### config.mk
export PLATFORM = sky130hd
export DESIGN_NAME = bitwise_logic_unit
export DESIGN_NICKNAME = d
export VERILOG_FILES = /design/src/rtl/bitwise_logic_unit.sv
export SDC_FILE = /design/constraint.sdc
export NUM_CORES = 1
export LEC_CHECK = 0
export ABC_CLOCK_PERIOD_IN_PS = 4500
export CAP_MARGIN = 25
export CORE_ASPECT_RATIO = 0.5
export CORE_MARGIN = 2
export CORE_UTILIZATION = 52
export CTS_CLUSTER_DIAMETER = 100
export DETAILED_ROUTE_END_ITERATION = 12
export HOLD_SLACK_MARGIN = 0.02
export PLACE_DENSITY = 0.91
export SLEW_MARGIN = 15
export SYNTH_ARGS = -nofsm -noshare
export SYNTH_HDL_FRONTEND = slang
export SYNTH_SLANG_ARGS = --single-unit
### constraint.sdc
create_clock -name clk -period 4.5 [get_ports clk]
set_input_delay 1.125 -clock clk [delete_from_list [all_inputs] [get_ports clk]]
set_output_delay 1.125 -clock clk [all_outputs]
set_load 0.005 [all_outputs]
### src/rtl/bitwise_logic_unit.sv
// rtl/bitwise_logic_unit.sv - sliced multi-function bitwise logic unit with zero/negative flags
module bitwise_logic_unit #(
  parameter int WIDTH = 64,
  parameter int SLICE = 16
) (
  input  logic             clk,
  input  logic             reset_n,
  input  logic             in_valid,
  output logic             in_ready,
  input  logic [WIDTH-1:0] a,
  input  logic [WIDTH-1:0] b,
  input  logic [2:0]       op,
  output logic             out_valid,
  input  logic             out_ready,
  output logic [WIDTH-1:0] result,
  output logic             zero,
  output logic             negative,
  output logic             busy
);

  localparam int NSLICE = WIDTH / SLICE;
  localparam int CW     = (NSLICE > 1) ? $clog2(NSLICE) : 1;
  localparam logic [CW-1:0] LAST_CNT = CW'(NSLICE - 1);

  typedef enum logic [1:0] {
    S_IDLE,
    S_BUSY,
    S_DONE
  } state_t;

  state_t           r_state;
  state_t           w_next;
  logic [CW-1:0]    r_cnt;
  logic [WIDTH-1:0] r_a;
  logic [WIDTH-1:0] r_b;
  logic [2:0]       r_op;
  logic [WIDTH-1:0] r_result;
  logic             r_zacc;
  logic             r_zero;
  logic             r_neg;

  logic [SLICE-1:0] w_sa;
  logic [SLICE-1:0] w_sb;
  logic [SLICE-1:0] w_sr;
  logic             w_szero;
  logic             w_last;
  logic             w_accept;

  assign w_last   = (r_cnt == LAST_CNT);
  assign w_accept = in_valid & in_ready;

  always_ff @(posedge clk or negedge reset_n) begin
    if (!reset_n) r_state <= S_IDLE;
    else          r_state <= w_next;
  end

  // in_ready is also gated by reset_n so nothing is accepted while held in reset
  always_comb begin
    w_next    = r_state;
    in_ready  = 1'b0;
    out_valid = 1'b0;
    busy      = 1'b0;
    case (r_state)
      S_IDLE: begin
        in_ready = reset_n;
        if (in_valid && reset_n) w_next = S_BUSY;
      end
      S_BUSY: begin
        busy = 1'b1;
        if (w_last) w_next = S_DONE;
      end
      S_DONE: begin
        busy      = 1'b1;
        out_valid = 1'b1;
        if (out_ready) w_next = S_IDLE;
      end
      default: w_next = S_IDLE;
    endcase
  end

  always_comb begin
    w_sa = r_a[int'(r_cnt)*SLICE +: SLICE];
    w_sb = r_b[int'(r_cnt)*SLICE +: SLICE];
    case (r_op)
      3'b000:  w_sr = w_sa & w_sb;
      3'b001:  w_sr = w_sa | w_sb;
      3'b010:  w_sr = w_sa ^ w_sb;
      3'b011:  w_sr = ~(w_sa & w_sb);
      3'b100:  w_sr = ~(w_sa | w_sb);
      3'b101:  w_sr = ~(w_sa ^ w_sb);
      3'b110:  w_sr = w_sa & ~w_sb;
      default: w_sr = w_sa;
    endcase
    w_szero = (w_sr == '0);
  end

  // The counter holds at the last slice instead of wrapping; accept re-arms it
  always_ff @(posedge clk or negedge reset_n) begin
    if (!reset_n) begin
      r_cnt    <= '0;
      r_a      <= '0;
      r_b      <= '0;
      r_op     <= '0;
      r_result <= '0;
      r_zacc   <= 1'b0;
      r_zero   <= 1'b0;
      r_neg    <= 1'b0;
    end else if (w_accept) begin
      r_a      <= a;
      r_b      <= b;
      r_op     <= op;
      r_cnt    <= '0;
      r_result <= '0;
      r_zacc   <= 1'b1;
    end else if (r_state == S_BUSY) begin
      r_result[int'(r_cnt)*SLICE +: SLICE] <= w_sr;
      r_zacc <= r_zacc & w_szero;
      if (w_last) begin
        r_zero <= r_zacc & w_szero;
        r_neg  <= w_sr[SLICE-1];
      end else begin
        r_cnt <= r_cnt + 1'b1;
      end
    end
  end

  assign result   = r_result;
  assign zero     = r_zero;
  assign negative = r_neg;

endmodule

; Word-level counts from Yosys, hierarchy flattened
; Index checks and enable logic that the tools add are counted.
[classes]
n_addsub = 2
n_eq_ne = 13
shift = 4
muxes = 16
n_bitwise = 11
reduce_logical = 9
[op_table]
columns = cell, count
row1 = $mux W64, 2
row2 = $shiftx A64 B7 Y16, 2
row3 = $pmux W16 S7, 1
row4 = $bwmux W64, 1
row5 = $not A16 Y16, 4
row6 = $shift A16 B33 Y64 const A, 1
row7 = $shiftx A16 B33 Y64, 1
row8 = $neg A6 Y33, 1
row9 = $and A16 B16 Y16, 2
row10 = $logic_not A16 Y1, 1
row11 = $or A16 B16 Y16, 1
row12 = $xor A16 B16 Y16, 1
row13 = $mux W2, 6
row14 = $eq A3 B3 Y1 const B, 3
row15 = $eq A3 B2 Y1 const B, 2
row16 = $ne A2 B2 Y1 const B, 3
row17 = $pmux W2 S3, 1
row18 = $reduce_and A3 Y1, 2
row19 = $mux W1, 5
row20 = $eq A2 B2 Y1 const B, 2
row21 = $eq A3 B1 Y1 const B, 1
row22 = $logic_not A3 Y1, 1
row23 = $add A2 B1 Y2 const B, 1
row24 = $and A1 B1 Y1, 2
row25 = other kinds (8), 8
[word_totals]
regBits = 202
inputBits = 135
output_inout_bits = 69
wordCells = 64

; Longest topological paths before layout
; Gate-level depths: netlist of run 1.
[logic_depth]
depth_word = 8
ltp_mapped = 13
mapped_depth_nobuf = 9

; Least setup slack after synthesis of run 1
; No wires, ideal clock.
[synth_path]
kind = register -> register
start = register r_cnt[0]
end = register r_zacc
setup_ps = 124
t_arrival_ps = 3169
required_time_ps = 4376
path_slack_ps = 1207
path_stages_with_launch = 13
n_path_buf = 4
synth_period_minus_slack_ps = 3293
cell_sequence = dfrtp_1 buf_6 buf_6 buf_4 buf_2 mux4_2 ha_1 mux2_2 mux4_2 nor2_1 nor4_2 nand3_1 o21ai_1
[synth_via]
elab_chain_cells = 8
word_cells_on_any_way = 15
cone_classes = 2 x shift / 3 x mux / 9 x bitwise / 1 x reduce/logical
[synth_lines]
columns = element, line
row1 = "start, declared", 33  ; logic [CW-1:0] r_cnt;
row2 = "start signal, assigned", 122  ; r_cnt <= r_cnt + 1'b1;
row3 = "$shiftx A64 B7 Y16, on equally long branches", "83, 82"
row4 = $not A16 Y16 (tied with other cells), 91  ; 3'b110: w_sr = w_sa & ~w_sb;
row5 = $and A16 B16 Y16 (tied with other cells), 91
row6 = $pmux W16 S7 (*), 84  ; case (r_op)
row7 = $logic_not A16 Y1 (*), 94  ; w_szero = (w_sr == '0);
row8 = $and A1 B1 Y1 (*), 117  ; r_zacc <= r_zacc & w_szero;
row9 = $mux W1 (*), 115  ; end else if (r_state == S_BUSY) begin
row10 = $mux W1 (*), 108  ; end else if (w_accept) begin
row11 = "end signal, assigned", 117
row12 = "end, declared", 38  ; logic r_zacc;
; Mark *: on every way between the ends. The rest lies on a longest branch, timed or not. The select of a mux whose other input is x is not followed.
; A chain may end at the register's enable or synchronous reset.

; Worst setup path after layout of run 1
; Ends and elaborated chain as after synthesis.

==> metrics, run 1 <==
Crit Path Category reg2reg; Worst-path clk slew 0.07 ns; critical path data required time between 4 and 5 ns; worst-case clock buffer depth 3; die height a little over 100 um; Congestion Overflow GR 0; root buffer cell clkbuf_16; area delta synth->final 28.1%; nature of the critical path endpoint flip-flop; pwr/cell area 755 nW/um2; num rows 36; Placer Congestion 0.839; RSZ-0062 raised after global routing no; Final Max Tran Viols 0; dpl hpwl roughly 21000 um; Max Freq about 260 MHz; Period Utilization, post-route between 80% and 90%; status complete, no violations; CTS Buf Count 19; min cycle time layout 3.79 ns; pre-CTS setup slack about 0.74 ns; # IOs ~200; # clock sinks just over 200; Peak supply drop approximately 0.3 mV; Post-CTS Setup Repair Bufs 0; GRT Overall Usage between 20 and 30%; Synth area leader dfrtp_1; Tightest Pin Transition 0.985 ns; die area between 20000 and 25000 um2; ant diodes 0; WL final between 20000 and 30000 um; Final Hold Vio Count 0; Area contributors post-synth dfrtp_1 (49%), nand2_1 (15%), ha_1 (7.0%); # port buffers 203; die outline width 203 um; Final ANT Viol Nets 0; dominant synthesized flop cell dfrtp_1; Post-route DRC 0; top-count cell post-synth nand2_1; Pleak about 6.3 nW; Post-Syn Nets ~1200; clock latency on the worst-skew pair around 0.49 ns; Hold Path Class reg2reg; syn avg cell area slightly below 10 um2; Synthesis Warnings 0; slew margin rel. 33.9%; count of different cell masters after synthesis 53; Worst EP arrival about 4.2 ns; DR WL/cell a little under 20 um; post-synthesis async set-or-reset flop share 100%; Post-synth top cells nand2_1 (413), dfrtp_1 (202), ha_1 (58), a22o_1 (56), inv_1 (45); CTS H-Tree Depth 1; setup ws final a little over 0.7 ns; Syn Inst Count ~1000; clk_skew ~0.020 ns; largest net degree at the start of global routing 93; vias in the first global route approximately 9000; vias per cell about 5.8; Max Cap Viol 0; First DRT Iteration DRCs between 1000 and 1500; detailed-route via count slightly below 9000; number of gates resized after CTS 0; CTS tree yes; number of flops mapped to enable cells by yosys 0; cts hold-fix bufs 0; first-pass GRT wire length around 47000 um; #FFs+latches synth ~200; sequential share of the synthesized area roughly half; Core Region around 19000 um2; Initial Utilization between 50% and 60%; final setup vio count 0; Nets about 1400; initial antenna violation count 0; Max FO, Critical Path 26; top-area cell type share of the netlist area 49.0%; CP Launch Type flip-flop; share of cells above drive strength 1 approximately 8.3%; setup TNS after final layout 0 ns; DR pass1 iterations 5; mapped cell area between 10000 and 15000 um2; post-layout util 67.9%
-- flip-flops by register name, summed over array words and instances (netlist names) --
name      cells
r_a          64
r_b          64
result       64
r_op          3
r_cnt         2
r_state       2
negative      1
r_zacc        1
zero          1
-- placed cells by master (no fill, tap or decap), types with 3 or more instances in the layout --
cell | netlist | layout
a211oi_1 | 5 | 5
clkbuf_1 | 40 | 5
nor4_2 | 1 | 3
dfrtp_1 | 202 | 200
o211ai_1 | 5 | 5
clkbuf_8 | 0 | 4
nand2_1 | 413 | 412
mux4_2 | 30 | 30
ha_1 | 58 | 58
and2_1 | 3 | 3
a31oi_1 | 5 | 5
o21ai_0 | 17 | 17
nor2_1 | 19 | 19
nand2b_1 | 7 | 7
mux2i_1 | 12 | 12
clkbuf_16 | 0 | 19
a22o_1 | 56 | 56
nand3_1 | 6 | 6
nor2b_1 | 11 | 11
buf_4 | 2 | 13
buf_12 | 0 | 3
clkdlybuf4s50_1 | 0 | 202
o22ai_1 | 7 | 7
o2bb2ai_1 | 8 | 8
a21oi_1 | 12 | 12
o32a_1 | 3 | 3
mux4_1 | 5 | 5
mux2_2 | 17 | 17
inv_1 | 45 | 45
-- cells by family (layout without fill, tap and decap cells) --
logic type	after synthesis	in the layout	share of synthesized area, %
AND/OR/NAND/NOR	475	475	18.4
XOR/XNOR	1	1	0.0850
flip-flops	202	202	49.0
adder cells (fa/ha/maj)	58	58	7.04
multiplexers	64	64	10.9
AO/OA/AOI/OAI	137	137	10.1
buffers and inverters	111	297	4.49
-- power by group --
part / switching, W / leakage (nW) / total [W] / internal [W]
combinational: 0.00289 / 3.43 / 0.00518 / 0.00229
clock: 0.000681 / 0.298 / 0.00162 / 0.000943
sequential: 0.000600 / 2.60 / 0.00317 / 0.00257
-- worst max-delay path, cell delays in order, from the launching register on --
cell and delay [ns]:
dfrtp_2 0.86, buf_4 0.45, mux4_2 0.58, inv_1 0.10, ha_1 0.24, mux2_2 0.27, o211ai_1 0.18, a31oi_1 0.27
a2111oi_2 0.40, nand4_1 0.16, o21ai_1 0.18
-- final cells by class --
| class | instances | area (um2) |
|---|---|---|
| fillers | 1401 | 6250 |
| flip-flops and latches | 202 | 5060 |
| multi-input cells | 735 | 4820 |
| repair buffers | 220 | 2220 |
| clock buffers | 27 | 536 |
| well taps | 266 | 333 |
| inverters | 45 | 169 |
| clock inverters | 5 | 77.6 |
-- final timing paths --
kind	from	endpoint	slack [ns]	depth (start not counted)
setup / recovery	r_cnt[0]$_DFFE_PN0P_	r_zacc$_DFFE_PN0P_	0.71	10
hold / removal	r_a[25]$_DFFE_PN0P_	r_a[25]$_DFFE_PN0P_	0.47	2
setup reg to reg	r_cnt[0]$_DFFE_PN0P_	r_zacc$_DFFE_PN0P_	0.71	10
hold reg to reg	r_a[25]$_DFFE_PN0P_	r_a[25]$_DFFE_PN0P_	0.47	2
max in group asynchronous	reset_n	result[33]$_DFFE_PN0P_	2.83	3
min in group asynchronous	reset_n	r_a[46]$_DFFE_PN0P_	0.58	1
-- routing by layer --
layer,wire (um),global-route usage [%],vias up
met5,0,0,-
met4,1030,10.3,0
met3,2260,5.07,78
met2,14000,46.2,413
met1,12000,37.9,4318
li1,-,-,3860
-- per-stage QoR --
stage,area (um2),hold WS (ns),instances,total power (W)
global placement,12500,0.450,1465,0.00776
finish,13200,0.469,1500,0.00997
global route,13200,0.500,1500,0.0106
floorplan,10300,0.437,1048,0.00637
CTS,13100,0.471,1497,0.00985
detailed placement,12500,0.455,1465,0.00816
Note: power is estimated with default switching activity, not from simulation.
==> run 2, diff against run 1 <==
--- a/config.mk
+++ b/config.mk
@@ -5,7 +5,7 @@
 export SDC_FILE = /design/constraint.sdc
 export NUM_CORES = 1
 export LEC_CHECK = 0
-export ABC_CLOCK_PERIOD_IN_PS = 4500
+export ABC_CLOCK_PERIOD_IN_PS = 3800
 export CAP_MARGIN = 25
 export CORE_ASPECT_RATIO = 0.5
 export CORE_MARGIN = 2
==> constraint.sdc (replaced) <==
create_clock -name clk -period 3.8 [get_ports clk]
set_input_delay 0.95 -clock clk [delete_from_list [all_inputs] [get_ports clk]]
set_output_delay 0.95 -clock clk [all_outputs]
set_load 0.005 [all_outputs]
==> metrics, run 2 (synthesized netlist as in run 1, its figures left out) <==
status complete, no violations; critical path data required time 4.21 ns (-0.71 ns); first-pass GRT wire length 46900 um (-0.16%); Post-route DRC 0 (unchanged); cts hold-fix bufs 0 (unchanged); Hold Path Class reg2reg; GRT Overall Usage 28.3% (+0.14 points); # IOs 204 (unchanged); post-layout util 68.0% (+0.16 points); Design Power 0.0120 W (+20%); vias in the first global route 8928 (-0.33%); FF-to-FF path depth 10 (unchanged); Pleak 6.38 nW (+0.62%); clk_skew 0.0111 ns (-0.00855 ns); dpl hpwl 21000 um (+1.6%); DR pass1 iterations 5 (unchanged); Core Region 19500 um2 (unchanged); root buffer cell clkbuf_16; clock latency on the worst-skew pair 0.49 ns (about the same); # port buffers 203 (unchanged); num rows 36 (unchanged); Tightest Pin Transition 0.986 ns (+0.00118 ns); r2r endpoint zero$_DFFE_PN0P_; largest net degree at the start of global routing 130 (+40%); Post-CTS Setup Repair Bufs 0 (unchanged); number of gates resized after CTS 0 (unchanged); commonest non-fill, non-tap cell in the layout nand2_1; die area 21000 um2 (unchanged); First DRT Iteration DRCs 938 (-14%); commonest cells after routing, fill and taps aside nand2_1 (412), clkdlybuf4s50_1 (202), dfrtp_1 (200); Max Freq 269 MHz (+2.0%); Worst path max stage delay 0.61 ns (-0.25 ns); min-delay src r_a[28]$_DFFE_PN0P_; WL final 29300 um (+0.13%); CP Cell Sequence buf_12 -> mux4_2 -> inv_1 -> ha_1 -> nor2b_1 -> o311ai_0 -> a31oi_1 -> a311oi_1 -> nand4_1 -> o21ai_1; die height 104 um (unchanged); Slowest cell on crit path dfrtp_2; final setup vio count 0 (unchanged); min cycle time layout 3.72 ns (-0.0748 ns); Max Cap Viol 0 (unchanged); CTS H-Tree Depth 1 (unchanged); Max FO, Critical Path 17 (-35%); CTS tree yes; Final Max Tran Viols 0 (unchanged); nature of the critical path endpoint flip-flop; Period Utilization, post-route 97.8% (+14 points); die outline width 203 um (unchanged); Worst Hold Path Cells 2 (unchanged); CP Launch Type flip-flop; Finished Layout Cells 1509 (+0.60%); Initial Utilization 53.0% (unchanged); DR WL/cell 19.4 um (-0.47%); share of cells above drive strength 1 9.17% (+0.82 points); buffer and inverter count on the worst path 2 (unchanged); # clock sinks 202 (unchanged); Worst EP arrival 4.13 ns (-0.08 ns); end of the worst hold path r_a[28]$_DFFE_PN0P_; ant diodes 0 (unchanged); Hold WS 0.474 ns (+0.00520 ns); Nets 1427 (+0.78%); pwr/cell area 903 nW/um2 (+20%); placed cell count 1476 (+0.75%); Final Hold Vio Count 0 (unchanged); slew margin rel. 33.9% (-0.079 points); Peak supply drop 0.396 mV (+34%); Final ANT Viol Nets 0 (unchanged); detailed-route via count 8687 (+0.21%); Placer Congestion 0.898 (+7.1%); area delta synth->final 28.4%; CP delay by family, top compound AO/OA/AOI/OAI gates; Congestion Overflow GR 0 (unchanged); RSZ-0062 raised after global routing no; FF-to-FF Start r_cnt[0]$_DFFE_PN0P_; setup TNS after final layout 0 ns (unchanged); Worst-path clk slew 0.07 ns (about the same); CTS Buf Count 19 (unchanged); Crit Path Category reg2reg; worst-case clock buffer depth 3 (unchanged); vias per cell 5.76 (-0.39%); initial antenna violation count 0 (unchanged); Reg2Reg Setup Slack 0.08 ns (-0.63 ns)
[run 2: changes by cell type in the layout (fill, tap and decap cells not counted)]
cell        previous run  this run
clkbuf_8               4         2
clkbuf_4               0         1
clkbuf_1               5         3
clkinv_4               0         1
buf_4                 13        22
clkinv_2               2         5
bufinv_16              2         1
buf_2                  0         1
clkinvlp_4             1         0
[run 2: per-stage QoR]
stage          setup slack (ns)  cell area [um2]
6_report                 0.0836            13200
3_5_place_dp              0.435            12600
2_1_floorplan             0.507            10300
5_1_grt                  0.0589            13200
4_1_cts                   0.204            13200
3_3_place_gp              0.637            12600
[run 2: area by class of cell]
cell class,count,area [um2]
repair buffers,231,2300
well taps,266,333
inverters,45,169
fillers,1389,6220
multi-input cells,735,4820
flip-flops and latches,202,5060
clock buffers,23,500
clock inverters,7,63.8
[run 2: worst max path at each step]
stage                         start                 end  slack [ns]  cells past startpoint
2_1_floorplan  r_cnt[0]$_DFFE_PN0P_  r_zacc$_DFFE_PN0P_        0.51                     12
3_3_place_gp   r_cnt[0]$_DFFE_PN0P_  r_zacc$_DFFE_PN0P_        0.64                      9
3_5_place_dp   r_cnt[0]$_DFFE_PN0P_    zero$_DFFE_PN0P_        0.44                     10
4_1_cts        r_cnt[0]$_DFFE_PN0P_    zero$_DFFE_PN0P_        0.20                     10
5_1_grt        r_cnt[0]$_DFFE_PN0P_    zero$_DFFE_PN0P_        0.06                     10
6_report       r_cnt[0]$_DFFE_PN0P_    zero$_DFFE_PN0P_        0.08                     10
[run 2: routing by layer]
metal	vias to the layer above	GRT usage, %	share of wire (%)
li1	3883	-	-
met1	4302	38.7	42
met2	411	45.7	48
met3	91	4.59	7.0
met4	0	11.0	3.5
met5	-	0	0
[run 2: power breakdown]
part / switching, W / internal (W) / total (W)
sequential: 0.000666 / 0.00304 / 0.00370
combinational: 0.00356 / 0.00287 / 0.00643
clock: 0.000820 / 0.00100 / 0.00182
[run 2: worst reg2reg max path, cell delays in order, from the launching register on]
cell and delay [ns]:
dfrtp_2 0.61, buf_12 0.24, mux4_2 0.59, inv_1 0.09, ha_1 0.26, nor2b_1 0.15
o311ai_0 0.54, a31oi_1 0.24, a311oi_1 0.55, nand4_1 0.20, o21ai_1 0.18
==> run 3, diff against run 2 <==
--- a/config.mk
+++ b/config.mk
@@ -12,6 +12,7 @@
 export CORE_UTILIZATION = 52
 export CTS_CLUSTER_DIAMETER = 100
 export DETAILED_ROUTE_END_ITERATION = 12
+export GPL_TIMING_DRIVEN = 0
 export HOLD_SLACK_MARGIN = 0.02
 export PLACE_DENSITY = 0.91
 export SLEW_MARGIN = 15
==> metrics, run 3 (synthesized netlist as in run 1, its figures left out) <==
RSZ-0062 raised after global routing yes; # IOs 204 (unchanged); Max FO, Critical Path 10 (-7); # port buffers 203 (unchanged); fill count 1405 (+1.2%); CTS H-Tree Depth 1 (unchanged); DR WL/cell 20.8 um (+6.8%); final setup vio count 0 (unchanged); Crit Path Category reg2reg; Worst EP arrival 4.00 ns (-0.13 ns); status complete, no violations; sequential fraction of design power 29.5% (-1.5 points); root buffer cell clkbuf_16; Core Region 19500 um2 (unchanged); Final Max Tran Viols 0 (unchanged); Placer Congestion 0.899 (about the same); Final ANT Viol Nets 0 (unchanged); die height 104 um (unchanged); slew margin rel. 29.9% (-4.0 points); switching power 0.00527 W (+4.3%); vias in the first global route 9392 (+5.2%); Reg2Reg Setup Slack 0.18 ns (+0.10 ns); Design Power 0.0122 W (+1.7%); Hold Path Class in2async; clk_skew 0.00869 ns (-0.00240 ns); Finished Layout Cells 1552 (+2.8%); DR pass1 iterations 5 (unchanged); Worst-path clk slew 0.07 ns (about the same); min cycle time layout 3.62 ns (-0.0976 ns); Max Cap Viol 0 (unchanged); Congestion Overflow GR 0 (unchanged); GRT Overall Usage 30.9% (+2.5 points); post-layout util 68.6% (+0.59 points); First DRT Iteration DRCs 951 (+1.4%); commonest non-fill, non-tap cell in the layout nand2_1; clock latency on the worst-skew pair 0.49 ns (about the same); commonest cells after routing, fill and taps aside nand2_1 (413), clkdlybuf4s50_1 (202), dfrtp_1 (202); final instance area 13400 um2 (+0.87%); ant diodes 0 (unchanged); first-pass GRT wire length 50700 um (+8.2%); Max Freq 276 MHz (+2.7%); Comb pwr share 54.9% (+1.1 points); WL final 32200 um (+9.8%); critical path data required time 4.18 ns (-0.03 ns); setup TNS after final layout 0 ns (unchanged); # clock sinks 202 (unchanged); share of cells above drive strength 1 8.55% (-0.62 points); Post-CTS Setup Repair Bufs 0 (unchanged); CTS Buf Count 19 (unchanged); Nets 1467 (+2.8%); detailed-route via count 9155 (+5.4%); die area 21000 um2 (unchanged); Tightest Pin Transition 1.05 ns (+0.0597 ns); Initial Utilization 53.0% (unchanged); Clock power frac 15.6% (+0.3 points); num rows 36 (unchanged); CP Launch Type flip-flop; Peak supply drop 0.399 mV (+0.64%); Final Hold Vio Count 0 (unchanged); vias per cell 5.90 (+2.5%); area delta synth->final 29.6%; Post-route DRC 0 (unchanged); CTS tree yes; Period Utilization, post-route 95.2% (-2.6 points); Pleak 6.40 nW (+0.43%); nature of the critical path endpoint flip-flop; placed cell count 1518 (+2.8%); dpl hpwl 24000 um (+14%); Placed Area 12700 um2 (+0.55%); Power Internal 0.00689 W (-0.24%); Switching Fraction 43.3% (+1.1 points); worst-case clock buffer depth 3 (unchanged); largest net degree at the start of global routing 112 (-14%); pwr/cell area 910 nW/um2 (+0.80%); die outline width 203 um (unchanged); initial antenna violation count 0 (unchanged)
## run 3: layout make-up
class	count	area (um2)	area share, %
Inverter	45	169	1.26
Clock inverter	8	78.8	0.590
Buffer	64	305	2.29
Multi-Input combinational cell	735	4800	35.9
Timing Repair Buffer	207	2090	15.6
Tap cell	266	333	2.49
Clock buffer	25	528	3.95
Sequential cell	202	5050	37.8
## run 3: final timing paths
check / from / endpoint / cells past startpoint
max in group asynchronous: reset_n / result[36]$_DFFE_PN0P_ / 2
min reg2reg: r_b[33]$_DFFE_PN0P_ / r_b[33]$_DFFE_PN0P_ / 2
min: reset_n / r_a[63]$_DFFE_PN0P_ / 1
min in group clk: r_b[33]$_DFFE_PN0P_ / r_b[33]$_DFFE_PN0P_ / 2
max reg2reg: r_cnt[1]$_DFFE_PN0P_ / r_zacc$_DFFE_PN0P_ / 10
max: r_cnt[1]$_DFFE_PN0P_ / r_zacc$_DFFE_PN0P_ / 10
## run 3: stage by stage
step	setup slack (ns)	hold WS [ns]
global route	-0.0301	0.453
detailed placement	-0.753	0.460
floorplan	0.507	0.437
global placement	-6.82	0.453
CTS	0.0676	0.430
finish	0.181	0.399
## run 3: critical path, cell delays in order (launching register included)
cell and delay (ns):
dfrtp_1 0.60, clkbuf_4 0.36, clkbuf_2 0.37, mux4_2 0.38, ha_1 0.21, mux2_2 0.26
mux4_2 0.46, nor2_1 0.47, nor4_2 0.14, nand3_1 0.16, o21ai_1 0.07
## run 3: metal layers
layer	global-route usage, %	vias up	wire length [um]	part of all wire (%)
met4	10.7	0	1040	3.2
li1	-	3967	-	-
met1	42.8	4543	13200	41
met3	5.03	102	2910	9.0
met5	0	-	0	0
met2	49.8	543	15000	47
## run 3: power groups by stage
stage	Sequential [W]	Clock (W)	Combinational [W]
6_report	0.00359	0.00190	0.00667
5_1_grt	0.00367	0.00197	0.00718
4_1_cts	0.00356	0.00189	0.00646
3_5_place_dp	0.00358	0	0.00639
3_3_place_gp	0.00352	0	0.00599
2_1_floorplan	0.00343	0	0.00412
## run 3: timing repair
item                                    4_1_cts  5_1_grt
endpoints found under the setup margin      103       52
resized for setup                             9        5
hold buffers                                  0        0
